==> src/rtl/filter_alloc_sched_if.sv <==
// Round-issue bus: layer controller start/config in, per-round filter map out under valid/ready.
interface filter_alloc_sched_if #(
   parameter int unsigned NUM_MACRO = 16,
   parameter int unsigned OUT_CH    = 512
);
   localparam int unsigned BIT_OUT_CH = $clog2(OUT_CH);
   localparam int unsigned BIT_M      = $clog2(NUM_MACRO);

   logic                            start;
   logic [BIT_OUT_CH:0]             cfg_num_filter;
   logic [BIT_M:0]                  cfg_split_log2;
   logic [NUM_MACRO*BIT_OUT_CH-1:0] WHICH_FILTER;
   logic [NUM_MACRO-1:0]            macro_en;
   logic                            out_valid;
   logic                            out_ready;
   logic                            out_last;
   logic                            busy;
   logic                            done;

   // Scheduler side.
   modport master (
      input  start, cfg_num_filter, cfg_split_log2, out_ready,
      output WHICH_FILTER, macro_en, out_valid, out_last, busy, done
   );

   // Controller / consumer side.
   modport slave (
      output start, cfg_num_filter, cfg_split_log2, out_ready,
      input  WHICH_FILTER, macro_en, out_valid, out_last, busy, done
   );
endinterface

==> src/rtl/filter_alloc_sched.sv <==
// Schedules a layer's output-channel filters onto the macro array one round at a time.
// Each filter occupies 2^split adjacent macros; all outputs are registered.
module filter_alloc_sched #(
   parameter int unsigned NUM_MACRO = 16,
   parameter int unsigned OUT_CH    = 512
) (
   input  logic                 clk,
   input  logic                 rst_n,
   filter_alloc_sched_if.master sched_io
);
   localparam int unsigned BIT_OUT_CH = $clog2(OUT_CH);
   localparam int unsigned BIT_M      = $clog2(NUM_MACRO);
   // One extra bit so base + filters-per-round never wraps.
   localparam int unsigned SumW       = BIT_OUT_CH + 2;

   localparam logic [BIT_OUT_CH:0] MaxFilt  = (BIT_OUT_CH + 1)'(OUT_CH);
   localparam logic [BIT_M:0]      MaxSplit = (BIT_M + 1)'(BIT_M);

   typedef enum logic [1:0] {StIdle, StLoad, StIssue, StDone} state_e;

   state_e                          state_q, state_d;
   logic [BIT_OUT_CH:0]             num_q, num_d;
   logic [BIT_OUT_CH:0]             base_q, base_d;
   logic [BIT_M:0]                  split_q, split_d;
   logic [NUM_MACRO*BIT_OUT_CH-1:0] which_q, which_d;
   logic [NUM_MACRO-1:0]            en_q, en_d;
   logic                            valid_q, valid_d;
   logic                            last_q, last_d;
   logic                            busy_q, busy_d;
   logic                            done_q, done_d;
   logic                            load_round;
   logic [SumW-1:0]                 per_round;
   logic [SumW-1:0]                 filt;

   assign per_round = SumW'(NUM_MACRO) >> split_q;

   // Next-state, config latch and next round contents.
   always_comb begin
      state_d    = state_q;
      num_d      = num_q;
      split_d    = split_q;
      base_d     = base_q;
      which_d    = which_q;
      en_d       = en_q;
      valid_d    = valid_q;
      last_d     = last_q;
      busy_d     = busy_q;
      done_d     = 1'b0;
      load_round = 1'b0;
      filt       = '0;

      unique case (state_q)
         StIdle: begin
            if (sched_io.start) begin
               state_d = StLoad;
               busy_d  = 1'b1;
               num_d   = (sched_io.cfg_num_filter > MaxFilt) ? MaxFilt : sched_io.cfg_num_filter;
               split_d = (sched_io.cfg_split_log2 > MaxSplit) ? MaxSplit : sched_io.cfg_split_log2;
            end
         end
         StLoad: begin
            base_d = '0;
            if (num_q == '0) begin
               state_d = StDone;
               done_d  = 1'b1;
            end else begin
               state_d    = StIssue;
               valid_d    = 1'b1;
               load_round = 1'b1;
            end
         end
         StIssue: begin
            if (valid_q && sched_io.out_ready) begin
               if (last_q) begin
                  state_d = StDone;
                  done_d  = 1'b1;
                  valid_d = 1'b0;
                  last_d  = 1'b0;
                  which_d = '0;
                  en_d    = '0;
               end else begin
                  base_d     = base_q + per_round[BIT_OUT_CH:0];
                  load_round = 1'b1;
               end
            end
         end
         StDone: begin
            state_d = StIdle;
            busy_d  = 1'b0;
         end
         default: state_d = StIdle;
      endcase

      // Macro m serves filter base + (m >> split); unused macros are masked and zeroed.
      if (load_round) begin
         which_d = '0;
         en_d    = '0;
         for (int unsigned m = 0; m < NUM_MACRO; m++) begin
            filt = SumW'(base_d) + (SumW'(m) >> split_q);
            if (filt < SumW'(num_q)) begin
               en_d[m]                             = 1'b1;
               which_d[m*BIT_OUT_CH +: BIT_OUT_CH] = filt[BIT_OUT_CH-1:0];
            end
         end
         last_d = (SumW'(base_d) + per_round) >= SumW'(num_q);
      end
   end

   // State and output registers; reset aborts any layer in flight.
   always_ff @(posedge clk or negedge rst_n) begin
      if (!rst_n) begin
         state_q <= StIdle;
         num_q   <= '0;
         split_q <= '0;
         base_q  <= '0;
         which_q <= '0;
         en_q    <= '0;
         valid_q <= 1'b0;
         last_q  <= 1'b0;
         busy_q  <= 1'b0;
         done_q  <= 1'b0;
      end else begin
         state_q <= state_d;
         num_q   <= num_d;
         split_q <= split_d;
         base_q  <= base_d;
         which_q <= which_d;
         en_q    <= en_d;
         valid_q <= valid_d;
         last_q  <= last_d;
         busy_q  <= busy_d;
         done_q  <= done_d;
      end
   end

   assign sched_io.WHICH_FILTER = which_q;
   assign sched_io.macro_en     = en_q;
   assign sched_io.out_valid    = valid_q;
   assign sched_io.out_last     = last_q;
   assign sched_io.busy         = busy_q;
   assign sched_io.done         = done_q;
endmodule
==> src/flat_wrapper.sv <==
// flat-port wrapper written by rule: the top's interface ports become plain ports
module filter_alloc_sched_flat 
#(
   parameter int unsigned NUM_MACRO = 16,
   parameter int unsigned OUT_CH    = 512
)
  (clk, rst_n, sched_io_start, sched_io_cfg_num_filter, sched_io_cfg_split_log2, sched_io_out_ready, sched_io_WHICH_FILTER, sched_io_macro_en, sched_io_out_valid, sched_io_out_last, sched_io_busy, sched_io_done);
  filter_alloc_sched_if #(.NUM_MACRO(NUM_MACRO), .OUT_CH(OUT_CH)) sched_io_i ();
  input  logic clk;
  input  logic rst_n;
  input wire logic [$bits(sched_io_i.start)-1:0] sched_io_start;
  input wire logic [$bits(sched_io_i.cfg_num_filter)-1:0] sched_io_cfg_num_filter;
  input wire logic [$bits(sched_io_i.cfg_split_log2)-1:0] sched_io_cfg_split_log2;
  input wire logic [$bits(sched_io_i.out_ready)-1:0] sched_io_out_ready;
  output wire logic [$bits(sched_io_i.WHICH_FILTER)-1:0] sched_io_WHICH_FILTER;
  output wire logic [$bits(sched_io_i.macro_en)-1:0] sched_io_macro_en;
  output wire logic [$bits(sched_io_i.out_valid)-1:0] sched_io_out_valid;
  output wire logic [$bits(sched_io_i.out_last)-1:0] sched_io_out_last;
  output wire logic [$bits(sched_io_i.busy)-1:0] sched_io_busy;
  output wire logic [$bits(sched_io_i.done)-1:0] sched_io_done;
  assign sched_io_i.start = sched_io_start;
  assign sched_io_i.cfg_num_filter = sched_io_cfg_num_filter;
  assign sched_io_i.cfg_split_log2 = sched_io_cfg_split_log2;
  assign sched_io_i.out_ready = sched_io_out_ready;
  assign sched_io_WHICH_FILTER = sched_io_i.WHICH_FILTER;
  assign sched_io_macro_en = sched_io_i.macro_en;
  assign sched_io_out_valid = sched_io_i.out_valid;
  assign sched_io_out_last = sched_io_i.out_last;
  assign sched_io_busy = sched_io_i.busy;
  assign sched_io_done = sched_io_i.done;
  filter_alloc_sched #(.NUM_MACRO(NUM_MACRO), .OUT_CH(OUT_CH)) u_core (.clk(clk), .rst_n(rst_n), .sched_io(sched_io_i));
endmodule
==> config.mk <==
export PLATFORM = sky130hd
export DESIGN_NAME = filter_alloc_sched_flat
export DESIGN_NICKNAME = d
export VERILOG_FILES = /design/src/rtl/filter_alloc_sched_if.sv /design/src/rtl/filter_alloc_sched.sv /design/src/flat_wrapper.sv
export SDC_FILE = /design/constraint.sdc
export NUM_CORES = 1
export LEC_CHECK = 0
export BUFFER_PORTS_ARGS = -buffer_cell sky130_fd_sc_hd__buf_4
export CAP_MARGIN = 5
export CORE_UTILIZATION = 40
export DETAILED_ROUTE_END_ITERATION = 16
export PLACE_DENSITY = 0.67
export SYNTH_ARGS = -nofsm -noshare
export SYNTH_HDL_FRONTEND = slang
export SYNTH_SLANG_ARGS = --single-unit
export TNS_END_PERCENT = 10
==> constraint.sdc <==
create_clock -name clk -period 7.7 [get_ports clk]
set_input_delay 1.54 -clock clk [delete_from_list [all_inputs] [get_ports clk]]
set_output_delay 1.54 -clock clk [all_outputs]
set_load 0.02 [all_outputs]
# Word-level counts from Yosys, hierarchy flattened
# Cells that the tools add are included.
# Widths: inputs -> output; s select.
# classes
addsub	18
multipliers	0
div	0
order_cmp	19
eq_ne	7
shift	17
n_mux	67
bitwise_logic	0
n_reduce_logical	14
# ops
operator	count
$mux 144	4
$add 10x11->11	17
$lt 11x10->1	16
$mux 9	16
$shr 4x5->11 const A	8
$mux 16	4
$shr 3x5->11 const A	4
$mux 1	30
$mux 10	3
$shr 1x5->11 const A	2
$shr 2x5->11 const A	2
$pmux 10 s2	1
$ge 11x10->1	1
$shr 5x5->11 const A	1
$add 10x10->10	1
$gt 10x10->1 const B	1
$logic_not 10->1	1
$reduce_bool 2->1	5
$pmux 1 s2	4
$pmux 2 s4	1
$mux 2	3
$reduce_and 2->1	3
$reduce_and 3->1	2
$gt 5x3->1 const B	1
other kinds (8)	11
# totals
regBits	191
latchBits	0
ram_bits	0
rom_bits	0
in_bits	19
out_inout_bits	164
word_cells	152
mem_count	0

# Depth between registers and ports, before layout
# logic_depth
word_depth	9
mapped_depth	27
ltp_nobuf	23

# Least setup slack after synthesis
# No wires, ideal clock.
# synth_timing
path_kind	input-to-reg
start	input sched_io_out_ready
end	register u_core.which_q[81] (netlist: u_core.sched_io.WHICH_FILTER[81])
setup_time_ns	0.085
arrival_time_ns	6.547
t_required_ns	7.615
path_slack_ns	1.068
cell_stages	17
n_path_buf	1
cell_sequence	and4b_1 buf_2 nand2_1 a21oi_1 ha_1 a21o_1 a21oi_1 xnor2_1 ha_1 o21a_1 o21ai_0 a21oi_1 o21ai_0 a21oi_1 a2111oi_0 o21ai_1 o21ai_0
# synth_via
elab_chain_len	7
elab_cells_between_ends	13
cone_classes	add/sub: 1; order compare: 1; mux: 6; reduce/logical: 5
# synth_rtl
item	line_no	source
start, declared	flat_wrapper.sv:14	input wire logic [$bits(sched_io_i.out_ready)-1:0] sched_io_out_ready;
$logic_and 1x1->1	filter_alloc_sched.sv:73	if (valid_q && sched_io.out_ready) begin
$mux 10	filter_alloc_sched.sv:73	
$pmux 10 s2	filter_alloc_sched.sv:52	unique case (state_q)
named net u_core.base_d[1]	filter_alloc_sched.sv:23	logic [BIT_OUT_CH:0] base_q, base_d;
$add 10x11->11	filter_alloc_sched.sv:99	filt = SumW'(base_d) + (SumW'(m) >> split_q);
$lt 11x10->1	filter_alloc_sched.sv:100	if (filt < SumW'(num_q)) begin
$mux 9	filter_alloc_sched.sv:100	
$mux 144	filter_alloc_sched.sv:95	if (load_round) begin
end signal, assigned	filter_alloc_sched.sv:127	which_q <= which_d;
end, declared	filter_alloc_sched.sv:25	logic [NUM_MACRO*BIT_OUT_CH-1:0] which_q, which_d;
# The timed path passes the listed nets, and every way through them passes these cells.
# A chain may end at the register's enable or synchronous reset.

# Worst setup path after layout
# layout_timing
start	register u_core.split_q[3]
end	register u_core.which_q[108] (netlist: u_core.sched_io.WHICH_FILTER[108])
# layout_via
elab_chain_len	9
elab_cells_between_ends	10
cone_classes	add/sub: 2; order compare: 1; shift: 2; mux: 5
# layout_rtl
item	line_no	source
start, declared	filter_alloc_sched.sv:24	logic [BIT_M:0] split_q, split_d;
start signal, assigned	filter_alloc_sched.sv:125	split_q <= split_d;
$shr 5x5->11	filter_alloc_sched.sv:35	assign per_round = SumW'(NUM_MACRO) >> split_q;
$add 10x10->10	filter_alloc_sched.sv:82	base_d = base_q + per_round[BIT_OUT_CH:0];
$mux 10	filter_alloc_sched.sv:74	if (last_q) begin
$mux 10	filter_alloc_sched.sv:73	
$pmux 10 s2	filter_alloc_sched.sv:52	
$add 10x11->11 *	filter_alloc_sched.sv:99	
$lt 11x10->1	filter_alloc_sched.sv:100	
$mux 9 *	filter_alloc_sched.sv:100	
$mux 144 *	filter_alloc_sched.sv:95	
# Mark *: on every way between the ends. The rest lies on a longest branch, timed or not.

==> summary.md <==
| Metric | Value |
|---|---|
| Sw frac | `49.4%` |
| Register area share after synthesis | `33.8%` |
| Width of the die | `between 150 and 200 µm` |
| DR vias | `12100` |
| Psw | `approximately 3.4 mW` |
| Clock H-tree levels | `4` |
| GRT Overall Usage | `~25%` |
| Clock power share | `between 10% and 20%` |
| Fin util | `between 40% and 50%` |
| Critical Path Sink Type | `register` |
| Top_reg_cell synth | `dfrtp_1` |
| Ports | `around 180` |
| Critical Path Most Common Cell | `nor2_1` |
| Arrival time worst endpoint | `between 7 and 8 ns` |
| Number of diodes | `0` |
| 1st-iter DRT viols | `~1100` |
| Class of the worst hold path | `register to register` |
| GPL Wtd Cong | `slightly above 0.9` |
| Clk_lat worst skew | `approximately 0.46 ns` |
| Share of layout cells above drive strength 1 | `between 10% and 20%` |
| Cell accounting for the most synthesized area | `dfrtp_1` |
| Initial antenna violation count | `0` |
| 1st-pass router iterations | `8` |
| Syn Nets | `1680` |
| Nets | `between 1500 and 2000` |
| CTS Root Buffer Type | `clkbuf_16` |
| CP max stage cell | `a2111oi_0` |
| Worst Skew | `between 0.01 and 0.015 ns` |
| Tcrit/Tclk final | `between 90% and 100%` |
| GRT met3 Usage | `about 4.1%` |
| Post-Synthesis Cells | `about 1500` |
| Crit path max fanout | `17` |
| Slew @ Worst Pin | `around 1.2 ns` |
| Distinct cells, synth | `75` |
| CTS buffer count | `17` |
| Peak supply drop | `between 0.0002 and 0.0003 V` |
| Clock transition at path regs | `0.08 ns` |
| Row count | `68` |
| Gate power share | `64.4%` |
| Critical path class | `register to register` |
| Top-area cell type share of the netlist area | `33.8%` |
| Post-Synthesis Cell Area | `~0.014 mm²` |
| Final Max Slew Viols | `0` |
| First-pass GRT wire length | `approximately 69000 µm` |
| Rel. slew slack | `between 20% and 30%` |
| Hpwl dp | `about 31000 µm` |
| P&R area growth vs syn | `17.8%` |
| Setup violators final | `0` |
| Maxcap violations | `0` |
| Largest net degree at the start of global routing | `about 120` |
| Post-synthesis async set-or-reset flop share | `100%` |
| Total grt overflow | `0` |
| Leading cell type by number of instances after synthesis | `ha_1` |
| Wirelength per Cell | `about 21 µm` |
| Via density | `5.82` |
| Setup TNS | `0 ns` |
| Fillers | `between 3000 and 4000` |
| Routed WL | `between 40000 and 50000 µm` |
| Synth Warn # | `0` |
| Worst Setup Start Kind | `register` |
| Fin crit period | `just over 7 ns` |
| CTS Buffer Depth | `2` |
| Final Hold Violating Endpoints | `0` |
| Detail Route Antenna Nets | `0` |
| CTS tree | `done` |
| Die Ht | `190 µm` |
| Initial core utilization | `around two fifths` |
| Vias in the first global route | `around 12000` |
| Layout Cells excl Fill | `~2100` |
| Flop pwr share | `21.6%` |
| Max Freq | `141 MHz` |
| Status | `finished, final reports clean` |
| Top post-synthesis cells by count | `ha_1, dfrtp_1, nand2_1` |
| GRT met1 Usage | `35.0%` |
| Post-Place Cells | `2051` |
| DIE AREA | `between 0.03 and 0.04 mm²` |
| Required @ worst endpoint | `a little over 8 ns` |
| Post-route DRC violation count | `0` |
| Leak pwr | `about 8.0 nW` |
| Post-synth EDFFs | `0` |
| Internal power | `roughly 3.5 mW` |
| Syn avg cell area | `roughly 9.7 µm²` |
| Core area | `0.0346 mm²` |
| IO buf count | `between 150 and 200` |
| Busiest grt layer | `met2` |
| Number of setup buffers added after CTS | `0` |
| Max incr delay on CP | `approximately 0.84 ns` |
| PwrDens | `around 410 mW/mm²` |
| Largest cells by area after synthesis | `dfrtp_1, ha_1, xnor2_1` |
| Synth Register Bits | `approximately 190` |
| Crit-path cells | `or3_1 -> inv_1 -> nand2_1 -> nor2_1 -> ha_1 -> a31oi_1 -> o31a_1 -> xnor2_1 -> a22oi_2 -> inv_2 -> ha_1 -> inv_1 -> nor2_1 -> nor2_1 -> nor2_1 -> xor2_1 -> ha_1 -> o21a_1 -> o211ai_1 -> a21oi_1 -> a2111oi_0 -> o21ai_1 -> o21ai_0` |
| Total clock sinks | `191` |
| Met2 Usage GRT | `between 30% and 40%` |
| RSZ-0062 raised after global routing | `no` |
[critical path, delay by kind of cell (launching register included)]
kind	cells	cell delay, ns
compound gates	9	2.85
simple gates	6	1.50
fa+ha+maj	3	1.16
buf+inv	3	0.83
flops	1	0.40
xor+xnor	2	0.28
[cell type report]
type	instances	area (µm²)	area share [%]
sequential	191	4780	28.7
inverter	55	206	1.24
clock inverter	11	154	0.925
timing repair buffer	213	1620	9.72
multi-input combinational	1137	8850	53.2
clock buffer	20	457	2.74
tap	455	569	3.42
[per-stage QoR]
step           cell area, µm²  setup WS (ns)  total power, mW  hold WS, ns
5_1_grt                 16600          0.116             7.41        0.499
2_1_floorplan           14100           1.07             4.35        0.463
4_1_cts                 16600          0.665             6.85        0.485
6_report                16600          0.608             6.88        0.480
3_3_place_gp            16000           1.02             5.76        0.462
3_5_place_dp            16000          0.689             5.85        0.467
[power by group through the flow]
stage / combinational (mW) / sequential (mW) / clock (mW)
detailed placement: 4.34 / 1.51 / 0
global route: 4.87 / 1.53 / 1.01
floorplan: 2.64 / 1.70 / 0
CTS: 4.38 / 1.49 / 0.979
finish: 4.43 / 1.49 / 0.963
global placement: 4.25 / 1.50 / 0
[cells by family after synthesis]
group                      after synthesis  share of synthesized area [%]
buffers and inverters                  124                           3.94
and+or+nand+nor                        357                           12.3
muxes                                    6                          0.434
AOI/OAI and AO/OA                      432                           21.7
adders and majority gates              209                           19.3
DFF                                    191                           33.8
xor gates and xnor gates               133                           8.56
[layer usage]
layer,routed length (µm),vias up
met5,0,-
met4,1340,0
met3,3130,88
met2,19900,515
met1,20300,5885
li1,-,5634
[path summary, 6_finish.rpt]
path                                                              start                                            end  slack [ns]  cells past startpoint
worst max-delay path                      u_core.split_q[3]$_DFFE_PN0P_  u_core.sched_io.WHICH_FILTER[108]$_DFFE_PN0P_        0.61                     23
worst min-delay path            u_core.sched_io.macro_en[6]$_DFFE_PN0P_        u_core.sched_io.macro_en[6]$_DFFE_PN0P_        0.48                      2
worst max register to register            u_core.split_q[3]$_DFFE_PN0P_  u_core.sched_io.WHICH_FILTER[108]$_DFFE_PN0P_        0.61                     23
worst min register to register  u_core.sched_io.macro_en[6]$_DFFE_PN0P_        u_core.sched_io.macro_en[6]$_DFFE_PN0P_        0.48                      2
max in group asynchronous                                         rst_n  u_core.sched_io.WHICH_FILTER[136]$_DFFE_PN0P_        4.96                      2
min in group asynchronous                                         rst_n       u_core.sched_io.macro_en[11]$_DFFE_PN0P_        1.25                      1
[state kept, by name, summed over array words and instances (netlist names)]
signal,count
u_core.sched_io.WHICH_FILTER,144
u_core.sched_io.done,1
u_core.sched_io.macro_en,16
u_core.state_q,2
u_core.split_q,5
u_core.sched_io.busy,1
u_core.sched_io.out_valid,1
u_core.num_q,10
u_core.sched_io.out_last,1
u_core.base_q,10
[cells in the final DEF (no fill, tap or decap), types with 36 or more instances in the layout]
cell type	instances
ha_1	195
dfrtp_1	191
buf_4	211
o21ai_0	85
nor2_1	59
a22o_1	78
xnor2_1	91
inv_1	54
a21oi_1	71
xor2_1	36
nand2_1	160
[repair_timing]
action	4_1_cts	5_1_grt
endpoints found under the hold margin	0	0
resized for setup	0	2
hold buffers	0	0
setup endpoints to repair	0	4
No activity file was read; power rests on OpenSTA's default activity.
